==> src/rtl/cfg_bus_pkg.sv <==
// rtl/cfg_bus_pkg.sv - shared constants, request struct, FSM states and pin packing for cfg_bus_writer
package cfg_bus_pkg;

    localparam int CFG_ADDR_BITS     = 3;
    localparam int CFG_WORDS         = 8;
    localparam int CFG_SKIP_MIN_ADDR = 5;

    // Bit positions inside pin_ui.
    localparam int PIN_STROBE   = 7;
    localparam int PIN_ADDR_LSB = 1;
    localparam int PIN_BYTE_SEL = 0;

    typedef struct packed {
        logic [CFG_ADDR_BITS-1:0] addr;
        logic [15:0]              data;
        logic [1:0]               be;
    } cfg_req_t;

    typedef enum logic [2:0] {
        ST_IDLE,
        ST_LOAD,
        ST_SETUP,
        ST_HIGH,
        ST_LOW
    } cfg_state_t;

    function automatic int max3(input int a, input int b, input int c);
        int m;
        m = (a > b) ? a : b;
        return (m > c) ? m : c;
    endfunction

    // Unused bits 6:4 stay 0.
    function automatic logic [7:0] make_pin_ui(input logic strobe,
                                               input logic [CFG_ADDR_BITS-1:0] addr,
                                               input logic sel);
        logic [7:0] v;
        v = 8'h00;
        v[PIN_STROBE] = strobe;
        v[PIN_ADDR_LSB +: CFG_ADDR_BITS] = addr;
        v[PIN_BYTE_SEL] = sel;
        return v;
    endfunction

endpackage

==> src/rtl/cfg_bus_writer_if.sv <==
// rtl/cfg_bus_writer_if.sv - request handshake bundle: req_valid/req_ready with addr, data, byte enables
import cfg_bus_pkg::*;

interface cfg_bus_writer_if;
    logic                     req_valid;
    logic                     req_ready;
    logic [CFG_ADDR_BITS-1:0] req_addr;
    logic [15:0]              req_data;
    logic [1:0]               req_be;

    modport master (
        output req_valid, req_addr, req_data, req_be,
        input  req_ready
    );

    modport slave (
        input  req_valid, req_addr, req_data, req_be,
        output req_ready
    );
endinterface

==> src/rtl/cfg_req_fifo.sv <==
// rtl/cfg_req_fifo.sv - synchronous FIFO of cfg_req_t with full/empty and simultaneous push/pop
// Ports: clk, reset (sync, active-high, flushes), push/push_data, pop/pop_data (head, combinational),
//        full, empty. Push is ignored when full, pop is ignored when empty.
import cfg_bus_pkg::*;

module cfg_req_fifo #(
    parameter int DEPTH = 4
) (
    input  logic     clk,
    input  logic     reset,
    input  logic     push,
    input  cfg_req_t push_data,
    input  logic     pop,
    output cfg_req_t pop_data,
    output logic     full,
    output logic     empty
);

    localparam int AW = (DEPTH > 1) ? $clog2(DEPTH) : 1;

    cfg_req_t        mem [DEPTH];
    logic [AW-1:0]   wr_ptr;
    logic [AW-1:0]   rd_ptr;
    logic [AW:0]     count;
    logic            push_ok;
    logic            pop_ok;

    assign full     = (count == (AW+1)'(DEPTH));
    assign empty    = (count == '0);
    assign push_ok  = push && !full;
    assign pop_ok   = pop && !empty;
    assign pop_data = mem[rd_ptr];

    always_ff @(posedge clk) begin
        if (push_ok) begin
            mem[wr_ptr] <= push_data;
        end
    end

    // DEPTH is a power of two, so the pointers wrap on their own.
    always_ff @(posedge clk) begin
        if (reset) begin
            wr_ptr <= '0;
            rd_ptr <= '0;
            count  <= '0;
        end else begin
            if (push_ok) wr_ptr <= wr_ptr + 1'b1;
            if (pop_ok)  rd_ptr <= rd_ptr + 1'b1;
            case ({push_ok, pop_ok})
                2'b10:   count <= count + 1'b1;
                2'b01:   count <= count - 1'b1;
                default: count <= count;
            endcase
        end
    end

endmodule

==> src/rtl/cfg_bus_writer.sv <==
// rtl/cfg_bus_writer.sv - serialises buffered 16-bit config writes onto a strobed byte-wide pin bundle
// Ports: clk, reset (sync, active-high); req (cfg_bus_writer_if.slave: req_valid/req_ready/req_addr/
//        req_data/req_be); busy; pin_ui {strobe,000,addr[2:0],byte_sel}; pin_uio byte data;
//        skipped (pulse when a byte is suppressed).
// Optional feature: CFG_BUS_WRITER_SKIP_SAME_EN keeps a shadow of the receiver and skips redundant
//        bytes on words CFG_SKIP_MIN_ADDR..7.
import cfg_bus_pkg::*;

module cfg_bus_writer #(
    parameter int FIFO_DEPTH   = 4,
    parameter int SETUP_CYCLES = 2,
    parameter int HIGH_CYCLES  = 8,
    parameter int LOW_CYCLES   = 4
) (
    input  logic              clk,
    input  logic              reset,
    cfg_bus_writer_if.slave   req,
    output logic              busy,
    output logic [7:0]        pin_ui,
    output logic [7:0]        pin_uio,
    output logic              skipped
);

    localparam int CNT_MAX = max3(SETUP_CYCLES, HIGH_CYCLES, LOW_CYCLES);
    localparam int CNT_W   = $clog2(CNT_MAX + 1);

    cfg_state_t               state;
    logic [CNT_W-1:0]         cnt;

    logic                     fifo_full;
    logic                     fifo_empty;
    logic                     fifo_push;
    logic                     fifo_pop;
    cfg_req_t                 fifo_head;
    cfg_req_t                 fifo_in;

    logic [CFG_ADDR_BITS-1:0] w_addr;
    logic [15:0]              w_data;
    logic [1:0]               w_pend;

    logic                     has_pend;
    logic                     sel_hi;
    logic [7:0]               cur_byte;
    logic                     load_skip;

    assign req.req_ready = !reset && !fifo_full;
    assign fifo_push     = req.req_valid && req.req_ready;
    assign fifo_pop      = (state == ST_IDLE) && !fifo_empty;
    assign busy          = !reset && ((state != ST_IDLE) || !fifo_empty);

    always_comb begin
        fifo_in      = '0;
        fifo_in.addr = req.req_addr;
        fifo_in.data = req.req_data;
        fifo_in.be   = req.req_be;
    end

    cfg_req_fifo #(
        .DEPTH (FIFO_DEPTH)
    ) u_fifo (
        .clk       (clk),
        .reset     (reset),
        .push      (fifo_push),
        .push_data (fifo_in),
        .pop       (fifo_pop),
        .pop_data  (fifo_head),
        .full      (fifo_full),
        .empty     (fifo_empty)
    );

    // Low byte goes first: once bit0 is cleared the high byte is next.
    assign has_pend = |w_pend;
    assign sel_hi   = !w_pend[0];
    assign cur_byte = sel_hi ? w_data[15:8] : w_data[7:0];

`ifdef CFG_BUS_WRITER_SKIP_SAME_EN
    // Mirror of the receiver's 16 config bytes; index is {word, byte_sel}.
    logic [7:0] shadow [2*CFG_WORDS];
    logic [3:0] shadow_idx;

    assign shadow_idx = {w_addr, sel_hi};
    // Words below CFG_SKIP_MIN_ADDR are rewritten by the receiver's sweeps, so the
    // shadow cannot be trusted there.
    assign load_skip  = (state == ST_LOAD) && has_pend &&
                        (32'(w_addr) >= CFG_SKIP_MIN_ADDR) &&
                        (shadow[shadow_idx] == cur_byte);

    always_ff @(posedge clk) begin
        if (reset) begin
            for (int i = 0; i < 2*CFG_WORDS; i++) begin
                shadow[i] <= 8'hFF;
            end
        end else if ((state == ST_LOAD) && has_pend && !load_skip) begin
            shadow[shadow_idx] <= cur_byte;
        end
    end
`else
    assign load_skip = 1'b0;
`endif

    always_ff @(posedge clk) begin
        if (reset) begin
            state   <= ST_IDLE;
            cnt     <= '0;
            w_addr  <= '0;
            w_data  <= '0;
            w_pend  <= '0;
            pin_ui  <= 8'h00;
            pin_uio <= 8'h00;
            skipped <= 1'b0;
        end else begin
            skipped <= 1'b0;
            case (state)
                ST_IDLE: begin
                    if (!fifo_empty) begin
                        w_addr <= fifo_head.addr;
                        w_data <= fifo_head.data;
                        w_pend <= fifo_head.be;
                        state  <= ST_LOAD;
                    end
                end

                ST_LOAD: begin
                    if (load_skip) begin
                        // Drop this byte and re-evaluate LOAD for the next one.
                        w_pend[sel_hi] <= 1'b0;
                        skipped        <= 1'b1;
                    end else if (has_pend) begin
                        pin_ui         <= make_pin_ui(1'b0, w_addr, sel_hi);
                        pin_uio        <= cur_byte;
                        w_pend[sel_hi] <= 1'b0;
                        cnt            <= CNT_W'(SETUP_CYCLES - 1);
                        state          <= ST_SETUP;
                    end else begin
                        state <= ST_IDLE;
                    end
                end

                ST_SETUP: begin
                    if (cnt == '0) begin
                        pin_ui[PIN_STROBE] <= 1'b1;
                        cnt                <= CNT_W'(HIGH_CYCLES - 1);
                        state              <= ST_HIGH;
                    end else begin
                        cnt <= cnt - 1'b1;
                    end
                end

                ST_HIGH: begin
                    if (cnt == '0) begin
                        pin_ui[PIN_STROBE] <= 1'b0;
                        cnt                <= CNT_W'(LOW_CYCLES - 1);
                        state              <= ST_LOW;
                    end else begin
                        cnt <= cnt - 1'b1;
                    end
                end

                ST_LOW: begin
                    if (cnt == '0) begin
                        state <= ST_LOAD;
                    end else begin
                        cnt <= cnt - 1'b1;
                    end
                end

                default: begin
                    pin_ui[PIN_STROBE] <= 1'b0;
                    state              <= ST_IDLE;
                end
            endcase
        end
    end

endmodule
==> src/flat_wrapper.sv <==
// flat-port wrapper written by rule: the top's interface ports become plain ports
module cfg_bus_writer_flat 
#(
    parameter int FIFO_DEPTH   = 4,
    parameter int SETUP_CYCLES = 2,
    parameter int HIGH_CYCLES  = 8,
    parameter int LOW_CYCLES   = 4
)
  (clk, reset, busy, pin_ui, pin_uio, skipped, req_req_valid, req_req_addr, req_req_data, req_req_be, req_req_ready);
  cfg_bus_writer_if req_i ();
  input  logic clk;
  input  logic reset;
  output logic busy;
  output logic [7:0] pin_ui;
  output logic [7:0] pin_uio;
  output logic skipped;
  input wire logic [$bits(req_i.req_valid)-1:0] req_req_valid;
  input wire logic [$bits(req_i.req_addr)-1:0] req_req_addr;
  input wire logic [$bits(req_i.req_data)-1:0] req_req_data;
  input wire logic [$bits(req_i.req_be)-1:0] req_req_be;
  output wire logic [$bits(req_i.req_ready)-1:0] req_req_ready;
  assign req_i.req_valid = req_req_valid;
  assign req_i.req_addr = req_req_addr;
  assign req_i.req_data = req_req_data;
  assign req_i.req_be = req_req_be;
  assign req_req_ready = req_i.req_ready;
  cfg_bus_writer #(.FIFO_DEPTH(FIFO_DEPTH), .SETUP_CYCLES(SETUP_CYCLES), .HIGH_CYCLES(HIGH_CYCLES), .LOW_CYCLES(LOW_CYCLES)) u_core (.clk(clk), .reset(reset), .req(req_i), .busy(busy), .pin_ui(pin_ui), .pin_uio(pin_uio), .skipped(skipped));
endmodule
==> config.mk <==
export PLATFORM = sky130hd
export DESIGN_NAME = cfg_bus_writer_flat
export DESIGN_NICKNAME = d
export VERILOG_FILES = /design/src/rtl/cfg_bus_pkg.sv /design/src/rtl/cfg_bus_writer_if.sv /design/src/rtl/cfg_req_fifo.sv /design/src/rtl/cfg_bus_writer.sv /design/src/flat_wrapper.sv
export SDC_FILE = /design/constraint.sdc
export NUM_CORES = 1
export LEC_CHECK = 0
export CAP_MARGIN = 20
export CORE_MARGIN = 2
export CORE_UTILIZATION = 60
export CTS_CLUSTER_SIZE = 24
export DETAILED_ROUTE_END_ITERATION = 12
export PLACE_DENSITY_LB_ADDON = 0.05
export SLEW_MARGIN = 20
export SYNTH_ARGS = -nofsm -noshare
export SYNTH_HDL_FRONTEND = slang
export SYNTH_SLANG_ARGS = --single-unit
==> constraint.sdc <==
create_clock -name clk -period 4.4 [get_ports clk]
set_clock_uncertainty 0.2 [all_clocks]
set_input_delay 0.88 -clock clk [delete_from_list [all_inputs] [get_ports clk]]
set_output_delay 0.88 -clock clk [all_outputs]
set_load 0.02 [all_outputs]
Word level (Yosys, flattened, before mapping)
Memory sizes are Yosys's and may differ from the RTL's. A register that Yosys moved wholly into a read port is not among the register bits. Index checks and enable logic that the tools add are counted.

Reductions and logical operators: 27. $lt $le $gt $ge: 2. Bitwise gates (word level): 4. $add $sub $neg: 5. Muxes and demuxes: 26. Equal/unequal tests: 13.

Operator list (count): 4-bit two-way mux (4); 8-bit two-way mux (2); 4-bit one-hot mux with 4 select lines (1); 3-bit one-hot mux with 5 select lines (1); 3-bit two-way mux (4); 2-bit two-way mux (5); 2-bit by 1-bit inequality test with 1-bit output (second input constant) (4); 4-bit AND reduction (2); 1-bit logical AND (7); 3-bit by 2-bit equality test with 1-bit output (second input constant) (2); 3-bit equality test (second input constant) (2); 3-bit logical NOT (2); 3-bit one-hot mux with 2 select lines (1); 3-bit AND reduction (2); 1-bit two-way mux (5); 2-bit by 1-bit adder with 2-bit output (second input constant) (2); 1-bit logical NOT (4); 4-bit logical NOT (1); 2-bit inequality test (second input constant) (2); 1-bit one-hot mux with 4 select lines (1); 2-bit one-hot mux with 2 select lines (1); 2-bit AND reduction (2); 2-bit nonzero test (2); 4-bit nonzero test (1); 15 further kinds (17).

Register bits after elaboration: 48. Logic and storage cells: 89. Output and inout port bits: 19. Memories: 1. Input port bits: 24. RAM bits: 84.

Memory list: u_core.u_fifo.mem (words 4, bits a word 21, rd ports 1, clocked after memory_dff 1, write ports 1, RTL line cfg_req_fifo.sv:21) `cfg_req_t mem [DEPTH];`.

Longest topological paths before layout
Depth in word-level cells: 9. Gate-level depth with buffers: 10. Mapped depth without buffers: 8.

Hierarchy
Synthesis repeated with hierarchy kept, for this count alone.

Cells, all modules: 387. Area total of the unflattened synthesis: 5388.9 um^2.

By module, submodules not included: cfg_req_fifo (area an instance 3508.4 um^2, instances 1, cells an instance 163); cfg_bus_writer (area an instance 1880.6 um^2, instances 1, cells an instance 224).

Least setup slack after synthesis
No wires, ideal clock.

Kind: input to register. Start: input port reset. End: register u_core.u_fifo.count[2]. Arrival: 2.773 ns. Buffers on the path: 1. Path slack: 1.356 ns. Stages on the path: 8. Cell sequence: clkbuf_1 a211oi_1 inv_1 ha_1 fa_1 xnor2_1 or3_1 a21oi_1.

Longest elaborated chain between the ends: 6. Elaborated cells on any way between the ends: 8. Those cells by class: eq/ne (2); mux (1); reduce/logical (5).

RTL lines: start, declared (RTL line flat_wrapper.sv:12) `input logic reset;`; 1-bit logical NOT (RTL line cfg_bus_writer.sv:46) `assign req.req_ready = !reset && !fifo_full;`; 1-bit logical AND (RTL line cfg_bus_writer.sv:46); 1-bit logical AND (RTL line cfg_bus_writer.sv:47) `assign fifo_push = req.req_valid && req.req_ready;`; 1-bit logical AND (RTL line cfg_req_fifo.sv:30) `assign push_ok = push && !full;`; 2-bit by 1-bit equality test with 1-bit output or 2-bit equality test (tied branches) (RTL line cfg_req_fifo.sv:49) `case ({push_ok, pop_ok})`; 3-bit one-hot mux with 2 select lines or 2-bit nonzero test (tied branches); end signal, assigned (RTL line cfg_req_fifo.sv:50) `2'b10: count <= count + 1'b1;`; end signal, assigned (RTL line cfg_req_fifo.sv:51) `2'b01: count <= count - 1'b1;`; end signal, assigned (RTL line cfg_req_fifo.sv:52) `default: count <= count;`; end, declared (RTL line cfg_req_fifo.sv:24) `logic [AW:0] count;`.

Several ways; a longest one is shown, not always the timed one. A chain may end at the register's enable or synchronous reset.

Worst setup path in the final report
Start: input port reset. End: output port busy.

Longest elaborated chain between the ends: 2.

RTL lines: 1-bit logical NOT (RTL line cfg_bus_writer.sv:49) `assign busy = !reset && ((state != ST_IDLE) || !fifo_empty);`; 1-bit logical AND (RTL line cfg_bus_writer.sv:49); end, declared (RTL line flat_wrapper.sv:13) `output logic busy;`.

No other way between the ends.

==> reports/summary.txt <==
1st-iter DRT viols: 140
Post-synth EDFFs: 84
Die ar.: 9470 sq um
Yosys top cell by area: edfxtp_1
r2r setup slk: 1450 ps
cell with the most instances after synthesis: edfxtp_1
slowest CP cell: buf_2
clock latency on the worst-skew pair: 510 ps
Routed Antenna Nets: 0
sequence of cells on the critical path: buf_2 > a21oi_1 > clkdlybuf4s50_1
power density over the cells: 614 nW/um^2
Starting Density: 60.8%
share of cells above drive strength 1: 15.6%
fillcell total: 568
CTS tree: built
sw frac: 31.0%
Syn Inst Count: 369
post-cts gate resize count: 0
critical path capture point type: output port
Core Area: 8590 sq um
vias in the first global route: 2845
synth top area cells: edfxtp_1 48%, dfxtp_1 19%, mux4_2 9.0%
clk root buf: clkbuf_8
Slew Viols, Final: 0
H-tree Lvls: 4
Warnings, synthesis: 0
status: complete, no violations
final critical-path required period: 3350 ps
drt first pass iters: 4
Worst Hold Endpoint: u_core.w_data[4]$_SDFFE_PP0P_
Crit Path Category: in -> out
WL/cell: 16.2 um
Total GRT Usage: 19.7%
RSZ-0062 raised after global routing: no
port bufs: 38
Clock Path Buffers: 2
sequential area share after synthesis: 67.4%
max-cap violations: 0
RD Place Congestion: 0.762
Most Used Layer, Global Route: met2
Final Util: 72.6%
switching power: 1190 uW
share of the synthesized area in the top cell type: 48.3%
first-pass GRT wire length: 14200 um
worst-path maximum fanout: 51
Hold Slack: 252 ps
M3 GR Usage: 6.69%
# clock sinks: 134
Rel. slew slack: 33.6%
io pins: 43
Worst Path Arrival: 2270 ps
pin slew with the least headroom to its limit: 995 ps
GR Util met2: 29.8%
# DRC: 0
worst flop-to-flop path endpoint: u_core.u_fifo.count[2]$_SDFFE_PP0P_
Inst Count DP: 500
via density per instance: 5.59
Worst Hold Path Cells: 2
synth cell count leaders: 84 x edfxtp_1, 50 x dfxtp_1, 47 x nand2_1, 25 x a21oi_1, 24 x nor2_1
HP Start: u_core.w_data[4]$_SDFFE_PP0P_
Total Wirelength: 8630 um
part of the power in combinational logic: 23.3%
initial antenna violation count: 0
number of synthesized register bits: 134
Syn Area/Cell: 14.2 sq um
pin count of the biggest net entering global routing: 52
CTS Buf Count: 17
final setup violation count: 0
antenna cell count: 0
cells on worst reg2reg path: 10
width of the die: 97.3 um
fin nets: 442
library cells used by synthesis: 44
fmax: 298 MHz
register share of total power: 43.1%
P_int: 2640 uW
Die Height: 97.3 um
leakage: 0.00209 uW
Setup Fix Bufs, Post-CTS: 0
DP HPWL: 5440 um
post-synthesis cell area: 5230 sq um
Top FF cell, synth: edfxtp_1
total global routing overflow: 0
startpoint types: primary input
Worst VDD drop: 0.433 mV
met1 usage in global routing: 27.2%
Sum Neg Setup Slack: 0 ps
Crit path required time: 3320 ps
Clk pwr share: 33.6%
Worst-path clk slew: 60 ps
asr flop ratio synth: 0%
Tcrit/Tclk final: 76.2%
site row count: 34
FF-to-FF Start: u_core.u_fifo.count[2]$_SDFFE_PP0P_
Area Growth Syn to Fin: 19.3%
via count: 2975
hold_buf cts: 0
Final Hold Vio Count: 0
HP Class: reg -> reg
Worst path max stage delay: 680 ps
Finished Layout Cells: 532
critical path, delay by kind of cell:
kind                   cells  cell delay, ps
AOI/OAI and AO/OA          1             120
buffers and inverters      2            1260
area by class of cell:
class / instances / area, sq um / share of cell area [%]
Clock buffer: 18 / 418 / 6.70
Clock inverter: 14 / 131 / 2.11
Inverter: 9 / 33.8 / 0.542
Multi-Input combinational cell: 203 / 1560 / 25.0
Sequential cell: 134 / 3520 / 56.5
Tap cell: 108 / 135 / 2.17
Timing Repair Buffer: 46 / 435 / 6.98
power groups by stage:
stage          Clock, uW  Combinational (uW)  Sequential, uW
5_1_grt             1370                 989            1670
3_5_place_dp           0                 896            1680
3_3_place_gp           0                 877            1670
4_1_cts             1310                 901            1650
2_1_floorplan          0                 695            1630
6_report            1290                 893            1650
flip-flops by register name, indices dropped and copies added, names as in the netlist, named ones only:
| signal | count |
|---|---|
| u_core.u_fifo.rd_ptr | 2 |
| u_core.u_fifo.mem | 84 |
| u_core.w_data | 16 |
| u_core.pin_uio | 8 |
| u_core.cnt | 4 |
| u_core.state | 3 |
| u_core.pin_ui | 5 |
| u_core.w_addr | 3 |
| u_core.u_fifo.wr_ptr | 2 |
| u_core.w_pend | 2 |
| u_core.u_fifo.count | 3 |
through the flow:
stage,cell area [sq um],setup slack (ps),power [uW]
6_report,6230,1050,3830
5_1_grt,6230,944,4030
4_1_cts,6230,1040,3860
3_5_place_dp,5690,1040,2570
3_3_place_gp,5690,1080,2540
2_1_floorplan,5240,1360,2330
worst max path at each step:
stage                from                                   to  slack (ps)  depth (start not counted)
floorplan           reset  u_core.u_fifo.count[2]$_SDFFE_PP0P_        1360                          8
global placement    reset                                 busy        1080                          3
detailed placement  reset                                 busy        1040                          3
CTS                 reset                                 busy        1040                          3
global route        reset                                 busy         940                          3
finish              reset                                 busy        1050                          3
kinds of logic after synthesis:
kind of cell	after synthesis	share of synthesized area [%]
AO/OA/AOI/OAI	55	6.75
XOR/XNOR	6	1.01
adder cells (fa/ha/maj)	7	1.82
buffers and inverters	35	2.99
flip-flops	134	67.4
multiplexers	34	11.5
other	1	0.0718
AND/OR/NAND/NOR	97	8.40
placed cells by master (no fill, tap or decap), types with 8 or more instances in the layout:
| cell | n |
|---|---|
| mux2i_1 | 13 |
| inv_1 | 9 |
| clkbuf_16 | 16 |
| clkdlybuf4s50_1 | 37 |
| edfxtp_1 | 84 |
| nor2_1 | 24 |
| a21oi_1 | 25 |
| nand2_1 | 47 |
| dfxtp_1 | 50 |
| mux4_2 | 21 |
| buf_4 | 8 |
| a211oi_1 | 10 |
per-layer routing:
metal	vias to the layer above	part of all wire (%)
met5	-	0
met4	0	1.0
met3	8	4.6
met2	69	47
met1	1443	47
li1	1455	-
No activity file was read; power rests on OpenSTA's default activity.
